## config.mk

```make
export PLATFORM = sky130hd
export DESIGN_NAME = lif_array_flat
export DESIGN_NICKNAME = d
export VERILOG_FILES = /design/src/rtl/lif_array_if.sv /design/src/rtl/lif_array.sv /design/src/flat_wrapper.sv
export SDC_FILE = /design/constraint.sdc
export NUM_CORES = 1
export LEC_CHECK = 0
export BUFFER_PORTS_ARGS = -buffer_cell sky130_fd_sc_hd__clkbuf_2
export CORE_ASPECT_RATIO = 0.8
export CORE_MARGIN = 1.5
export CORE_UTILIZATION = 40
export CTS_CLUSTER_SIZE = 28
export DETAILED_ROUTE_END_ITERATION = 6
export GPL_TIMING_DRIVEN = 0
export PLACE_DENSITY = 0.6
export SLEW_MARGIN = 5
export SYNTH_ARGS = -nofsm -noshare
export SYNTH_HDL_FRONTEND = slang
export SYNTH_SLANG_ARGS = --single-unit
export TNS_END_PERCENT = 30
```

## constraint.sdc

```tcl
create_clock -name clk -period 17.5 [get_ports clk]
set_input_delay 2.625 -clock clk [delete_from_list [all_inputs] [get_ports clk]]
set_output_delay 2.625 -clock clk [all_outputs]
set_load 0.01 [all_outputs]
```

## src/rtl/lif_array_if.sv

```systemverilog
// Bus bundle for the leaky integrate-and-fire neuron array: control, per-neuron
// currents, readout select and the spike/state/count results.
interface lif_array_if #(
    parameter int N = 4,
    parameter int W = 8
);
    localparam int SW = (N > 1) ? $clog2(N) : 1;

    logic             ena;
    logic [N*W-1:0]   current;
    logic [W-1:0]     thresh;
    logic             reset_mode;
    logic [SW-1:0]    sel;
    logic [N-1:0]     spike;
    logic [W-1:0]     state_out;
    logic [15:0]      spike_cnt;

    modport master (
        output ena, current, thresh, reset_mode, sel,
        input  spike, state_out, spike_cnt
    );

    modport slave (
        input  ena, current, thresh, reset_mode, sel,
        output spike, state_out, spike_cnt
    );
endinterface

```

## src/rtl/lif_array.sv

```systemverilog
// Array of N independent leaky integrate-and-fire neurons with refractory
// hold, two post-spike reset modes and a saturating population spike counter.
module lif_array #(
    parameter int N          = 4,
    parameter int W          = 8,
    parameter int LEAK_SHIFT = 3,
    parameter int REFRAC     = 2
) (
    input  logic          clk,
    input  logic          rst_n,
    lif_array_if.slave    bus
);
    localparam int         SW       = (N > 1) ? $clog2(N) : 1;
    localparam logic [3:0] REFRAC_V = 4'(REFRAC);

    logic [W-1:0]  state_r      [N];
    logic [3:0]    refrac_r     [N];
    logic [N-1:0]  spike_r;
    logic [15:0]   cnt_r;

    logic [W:0]    sum_s        [N];
    logic [W-1:0]  cand_s       [N];
    logic [W-1:0]  state_nxt_s  [N];
    logic [3:0]    refrac_nxt_s [N];
    logic [N-1:0]  fire_s;
    logic [15:0]   pop_s;
    logic [16:0]   cnt_sum_s;
    logic [15:0]   cnt_nxt_s;
    logic [W-1:0]  state_out_s;

    // Per-neuron leak/integrate, fire decision and next state/refractory value
    always_comb begin
        fire_s = {N{1'b0}};
        for (int i = 0; i < N; i++) begin
            // Leak never exceeds state, so the W+1 bit sum cannot underflow
            sum_s[i] = {1'b0, state_r[i]} - {1'b0, (state_r[i] >> LEAK_SHIFT)}
                     + {1'b0, bus.current[i*W +: W]};
            cand_s[i] = sum_s[i][W] ? {W{1'b1}} : sum_s[i][W-1:0];
            state_nxt_s[i]  = state_r[i];
            refrac_nxt_s[i] = refrac_r[i];
            if (!bus.ena) begin
                state_nxt_s[i] = state_r[i];
            end else if (refrac_r[i] != 4'd0) begin
                refrac_nxt_s[i] = refrac_r[i] - 4'd1;
            end else if ((bus.thresh != {W{1'b0}}) && (cand_s[i] >= bus.thresh)) begin
                fire_s[i]       = 1'b1;
                refrac_nxt_s[i] = REFRAC_V;
                state_nxt_s[i]  = bus.reset_mode ? (cand_s[i] - bus.thresh) : {W{1'b0}};
            end else begin
                state_nxt_s[i] = cand_s[i];
            end
        end
    end

    // Population count of this edge's spikes folded into the saturating counter
    always_comb begin
        pop_s = 16'd0;
        for (int i = 0; i < N; i++) begin
            pop_s = pop_s + {15'd0, fire_s[i]};
        end
        cnt_sum_s = {1'b0, cnt_r} + {1'b0, pop_s};
        cnt_nxt_s = cnt_sum_s[16] ? 16'hFFFF : cnt_sum_s[15:0];
    end

    // Neuron state, refractory counters, spike flops and spike counter
    always_ff @(posedge clk or negedge rst_n) begin
        if (!rst_n) begin
            for (int i = 0; i < N; i++) begin
                state_r[i]  <= {W{1'b0}};
                refrac_r[i] <= 4'd0;
            end
            spike_r <= {N{1'b0}};
            cnt_r   <= 16'd0;
        end else begin
            for (int i = 0; i < N; i++) begin
                state_r[i]  <= state_nxt_s[i];
                refrac_r[i] <= refrac_nxt_s[i];
            end
            spike_r <= fire_s;
            cnt_r   <= cnt_nxt_s;
        end
    end

    // Readout mux; an out-of-range select matches no neuron and reads zero
    always_comb begin
        state_out_s = {W{1'b0}};
        for (int i = 0; i < N; i++) begin
            state_out_s = (bus.sel == SW'(i)) ? state_r[i] : state_out_s;
        end
    end

    assign bus.spike     = spike_r;
    assign bus.state_out = state_out_s;
    assign bus.spike_cnt = cnt_r;
endmodule

```

## src/flat_wrapper.sv

```systemverilog
// flat-port wrapper written by rule: the top's interface ports become plain ports
module lif_array_flat 
#(
    parameter int N          = 4,
    parameter int W          = 8,
    parameter int LEAK_SHIFT = 3,
    parameter int REFRAC     = 2
)
  (clk, rst_n, bus_ena, bus_current, bus_thresh, bus_reset_mode, bus_sel, bus_spike, bus_state_out, bus_spike_cnt);
  lif_array_if #(.N(N), .W(W)) bus_i ();
  input  logic clk;
  input  logic rst_n;
  input wire logic [$bits(bus_i.ena)-1:0] bus_ena;
  input wire logic [$bits(bus_i.current)-1:0] bus_current;
  input wire logic [$bits(bus_i.thresh)-1:0] bus_thresh;
  input wire logic [$bits(bus_i.reset_mode)-1:0] bus_reset_mode;
  input wire logic [$bits(bus_i.sel)-1:0] bus_sel;
  output wire logic [$bits(bus_i.spike)-1:0] bus_spike;
  output wire logic [$bits(bus_i.state_out)-1:0] bus_state_out;
  output wire logic [$bits(bus_i.spike_cnt)-1:0] bus_spike_cnt;
  assign bus_i.ena = bus_ena;
  assign bus_i.current = bus_current;
  assign bus_i.thresh = bus_thresh;
  assign bus_i.reset_mode = bus_reset_mode;
  assign bus_i.sel = bus_sel;
  assign bus_spike = bus_i.spike;
  assign bus_state_out = bus_i.state_out;
  assign bus_spike_cnt = bus_i.spike_cnt;
  lif_array #(.N(N), .W(W), .LEAK_SHIFT(LEAK_SHIFT), .REFRAC(REFRAC)) u_core (.clk(clk), .rst_n(rst_n), .bus(bus_i));
endmodule
```

# Word level (Yosys, flattened, before mapping)
# Cells that the tools add are included.
[word_totals]
regBits = 68
[op_classes]
n_lt_le_gt_ge = 4
bitwise = 4
add_sub_neg = 20
eq_ne = 3
reduce_logical = 22
mux = 37
[ops]
columns = ["operator", "count"]
rows = [
  ["$mux 8", 16],
  ["$add 9x8->9", 4],
  ["$sub 8x5->9", 4],
  ["$add 16x1->16", 2],
  ["$ge 8x8->1", 4],
  ["$mux 4", 8],
  ["$sub 8x8->8", 4],
  ["$add 16x16->17", 1],
  ["$mux 16", 1],
  ["$reduce_and 2->1", 8],
  ["$reduce_bool 4->1", 4],
  ["$sub 4x1->4 const B", 4],
  ["$mux 1", 12],
  ["$reduce_bool 2->1", 4],
  ["$reduce_bool 8->1", 1],
  ["$eq 2x2->1 const B", 2],
  ["$logic_and 1x1->1", 4],
  ["$not 1->1", 4],
  ["$add 1x1->2", 1],
  ["$eq 2x1->1 const B", 1],
  ["$logic_not 2->1", 1],
]

# Longest topological paths before layout
[depth]
depth_word = 13
mapped_depth = 32

# Least setup slack after synthesis
# Ideal clock, no wire load.
[synth_path]
path_kind = "in2reg"
from = "input port bus_current[17]"
to = "register u_core.cnt_r[8], in the netlist u_core.bus.spike_cnt[8]"
path_buffers = 2
cell_stages = 27
path_slack_ns = 9.218
t_arrival_ns = 8.206
path_cell_list = "inv_1 -> fa_1 -> inv_1 -> fa_1 -> a21o_1 -> and4_1 -> nor3_1 -> or3_1 -> buf_2 -> nor2_1 -> ha_1 -> fa_1 -> a21boi_0 -> o211a_1 -> a211oi_1 -> nand2_1 -> fa_1 -> inv_1 -> ha_1 -> inv_1 -> fa_1 -> nor2b_1 -> nor2_1 -> nor3_1 -> nand3_1 -> clkbuf_1 -> o21ai_1"
[synth_between]
elab_chain_len = 11
[synth_rtl]
columns = ["item", "line", "text"]
rows = [
  ["start, declared", "flat_wrapper.sv:14", "input wire logic [$bits(bus_i.current)-1:0] bus_current;"],
  ["$add 9x8->9", "lif_array.sv:37", "+ {1'b0, bus.current[i*W +: W]};"],
  ["$mux 8", "lif_array.sv:38", "cand_s[i] = sum_s[i][W] ? {W{1'b1}} : sum_s[i][W-1:0];"],
  ["$ge 8x8->1", "lif_array.sv:45", "end else if ((bus.thresh != {W{1'b0}}) && (cand_s[i] >= bus.thresh)) begin"],
  ["$logic_and 1x1->1", "lif_array.sv:45", ""],
  ["$mux 1", "lif_array.sv:45", ""],
  ["$mux 1", "lif_array.sv:43", "end else if (refrac_r[i] != 4'd0) begin"],
  ["$mux 1", "lif_array.sv:41", "if (!bus.ena) begin"],
  ["$add 16x1->16 (2 in a row)", "lif_array.sv:59", "pop_s = pop_s + {15'd0, fire_s[i]};"],
  ["$add 16x16->17", "lif_array.sv:61", "cnt_sum_s = {1'b0, cnt_r} + {1'b0, pop_s};"],
  ["$mux 16", "lif_array.sv:62", "cnt_nxt_s = cnt_sum_s[16] ? 16'hFFFF : cnt_sum_s[15:0];"],
  ["via u_core.cnt_nxt_s[8]", "lif_array.sv:28", "logic [15:0] cnt_nxt_s;"],
  ["end signal, assigned", "lif_array.sv:80", "cnt_r <= cnt_nxt_s;"],
  ["end, declared", "lif_array.sv:19", "logic [15:0] cnt_r;"],
]
# The timed path passes the listed nets, and every way through them passes these cells.
# A chain may end at the register's enable or synchronous reset.

# Final worst setup path
[layout_path]
from = "input port bus_current[17]"
to = "register u_core.cnt_r[10], in the netlist u_core.bus.spike_cnt[10]"
# Same word-level chain as after synthesis.

==> results.md <==
- Syn Nets: ~1100
- Worst Setup Path Type: in2reg
- Post-Syn Area: 7580 um^2
- Clk_skew: ~0.0053 ns
- Hold Buf Count CTS: 0
- Vias per cell: between 5 and 6
- Ys Warns: 0
- Tcrit/Tclk final: between 50% and 60%
- ANT nets after route: 0
- Routed WL per cell: roughly 15 um
- Post-CTS Setup Inserts: 0
- Sequential fraction of the synthesis area: 22.5%
- DRT iter0 DRCs: roughly 380
- Finished Layout Cells: 1257
- Syn Area/Cell: just over 8 um^2
- Initial DRT Pass Iterations: 4
- First-pass GRT wire length: ~32000 um
- Diode count: 0
- Die Y: roughly 130 um
- Post_cts resized: 0
- EDFF count, synth: 0
- DRC Markers: 0
- # IOs: 74
- Port bufs: 71
- Grt ovf: 0
- CP max-delay cell: a211oi_1
- Max stage delay on crit path: approximately 0.7 ns
- Top cell type by total area after synthesis: dfrtp_1
- Layout cells sized above 1: 12.5%
- Max-cap violation count: 0
- Final Util: 46.7%
- Die Area: 19800 um^2
- RSZ-0062 raised after global routing: false
- Initial antenna violation count: 0
- Clock insertion delay at the later pin of the skew report: roughly 0.34 ns
- Total CTS buffers: 9
- Initial Util: approximately 41%
- Crit path max fanout: 10
- Largest net degree at the start of global routing: between 40 and 50
- Outcome: finished, final reports clean
- Worst-path clk slew: 0.06 ns
- H-tree depth: 3
- Crit. End Element: flop
- CP Data Required Time: about 18 ns
- Max-slew headroom: 47.2%
- Number of nets in the layout: ~1200
- Layout area overhead: 12.9%
- Top cell by count, worst path: fa_1
- Core Area: approximately 18000 um^2
- Sink Count: a little under 70
- Gpl congestion: around 0.84
- Startpoint types: input pin
- Top area cells in the synthesized netlist: dfrtp_1, ha_1, inv_1
- Fin area: about 8600 um^2
- Cells after Synth: approximately 920
- Synthesis-stage register bit count: 68
- Synth async-reset ratio: 100%
- Setup TNS: 0 ns
- Setup-failing EPs final: 0
- CTS max path bufs: 2
- Clock root cell: clkbuf_16
- Max Fclk: roughly 110 MHz
- Placed Area: about 8300 um^2
- Placed Cells: between 1000 and 1500
- Predominant post-synthesis flop cell: dfrtp_1
- Distinct cells, synth: 66
- Vias: about 6600
- Yosys top cell area share: between 20% and 30%
- Detailed placement HPWL: 15800 um
- Hold Crit Class: reg2reg
- Period minus WS final: just over 9 ns
- Die W: between 150 and 200 um
- WP data arrival: around 9.3 ns
- Final Max Tran Viols: 0
- Hold Vio Cnt, Final: 0
- Slew @ Worst Pin: between 0.7 and 0.8 ns
- FP Rows: 44
- Routed wire length: slightly below 20000 um
- CTS tree: built
- Vias in the first global route: around 6200
- GRT Resource Usage Total: 20.6%
metrics by stage:
stage / hold slack [ns] / worst slack (ns)
2_1_floorplan: 0.456 / 9.22
3_3_place_gp: 0.472 / 8.08
3_5_place_dp: 0.481 / 8.04
4_1_cts: 0.498 / 8.39
5_1_grt: 0.528 / 7.92
6_report: 0.497 / 8.42
cells in the final DEF (no fill, tap or decap), types with 9 or more instances in the layout:
master,instances
a211oi_1,11
dfrtp_1,68
nor2b_1,10
inv_1,160
nand2_1,70
o21a_1,13
o21ai_1,25
nor2_1,53
xnor2_1,18
nand2b_1,34
fa_1,26
a31oi_1,19
clkbuf_2,70
ha_1,89
o21ai_0,34
nor3_1,18
a22oi_1,15
clkbuf_16,9
xor2_1,20
or3_1,16
a21o_1,26
a21oi_1,49
nand3_1,15
final cells by class:
| class | count | area (um^2) |
|---|---|---|
| plain buffers | 13 | 52.6 |
| fillers | 1835 | 9780 |
| flip-flops and latches | 68 | 1700 |
| clock inverters | 6 | 38.8 |
| well taps | 253 | 317 |
| repair buffers | 72 | 385 |
| multi-input cells | 674 | 5220 |
| inverters | 161 | 604 |
| clock buffers | 10 | 239 |
sequential cells by signal (all words and copies together), names as in the netlist:
name / count
u_core.state_r: 32
u_core.bus.spike_cnt: 16
u_core.refrac_r: 16
u_core.bus.spike: 4
cells in the mapped netlist, drive strengths merged, types with 5 or more instances:
cell / number
dfrtp: 68
a31oi: 19
a21oi: 53
o21ai: 59
o211ai: 6
a21o: 26
xor2: 20
buf: 5
clkbuf: 8
mux2: 5
and2: 5
nor3: 20
o21a: 13
and3: 5
and4: 5
nand3b: 7
mux2i: 5
nor2: 54
xnor2: 18
a211oi: 16
or3: 16
ha: 89
nand2: 71
nand2b: 35
nor2b: 10
a22oi: 15
mux4: 8
fa: 26
nand3: 15
inv: 161
cells by family (layout without fill, tap and decap cells):
family	count (synthesis)	in the layout	synth area share, %
buffers and inverters	174	262	8.67
AOI/OAI and AO/OA	243	243	21.6
muxes	18	18	3.78
xor gates and xnor gates	38	38	4.39
adders and majority gates	115	115	21.6
DFF	68	68	22.5
and+or+nand+nor	260	260	17.6
critical path: cells and delay by family:
family | cells | cell delay, ns
and+or+nand+nor | 9 | 1.80
adders and majority gates | 7 | 2.67
AOI/OAI and AO/OA | 5 | 1.43
buffers and inverters | 7 | 0.79
path summary, 6_finish.rpt:
check,slack [ns],from,end,cells past startpoint
max,8.42,bus_current[17],u_core.bus.spike_cnt[10]$_DFF_PN0_,28
min,0.50,u_core.refrac_r[0]$_DFFE_PN0P_,u_core.refrac_r[0]$_DFFE_PN0P_,1
max reg2reg,10.43,u_core.state_r[9]$_DFFE_PN0P_,u_core.bus.spike_cnt[10]$_DFF_PN0_,27
min reg2reg,0.50,u_core.refrac_r[0]$_DFFE_PN0P_,u_core.refrac_r[0]$_DFFE_PN0P_,1
max in group asynchronous,14.75,rst_n,u_core.state_r[24]$_DFFE_PN0P_,2
min in group asynchronous,2.20,rst_n,u_core.bus.spike_cnt[14]$_DFF_PN0_,1
per-layer routing:
metal  vias up  routed length [um]  GRT usage [%]  share of wire (%)
li1       3347                   -              -                  -
met1      3067               10300           31.8                 53
met2       150                7970           30.3                 41
met3        16                 798           2.44                4.1
met4         0                 233           4.76                1.2
met5         -                   0              0                  0
Power is not shown: default switching activity piles up to over one toggle a cycle in this logic, so the estimate is an artifact.
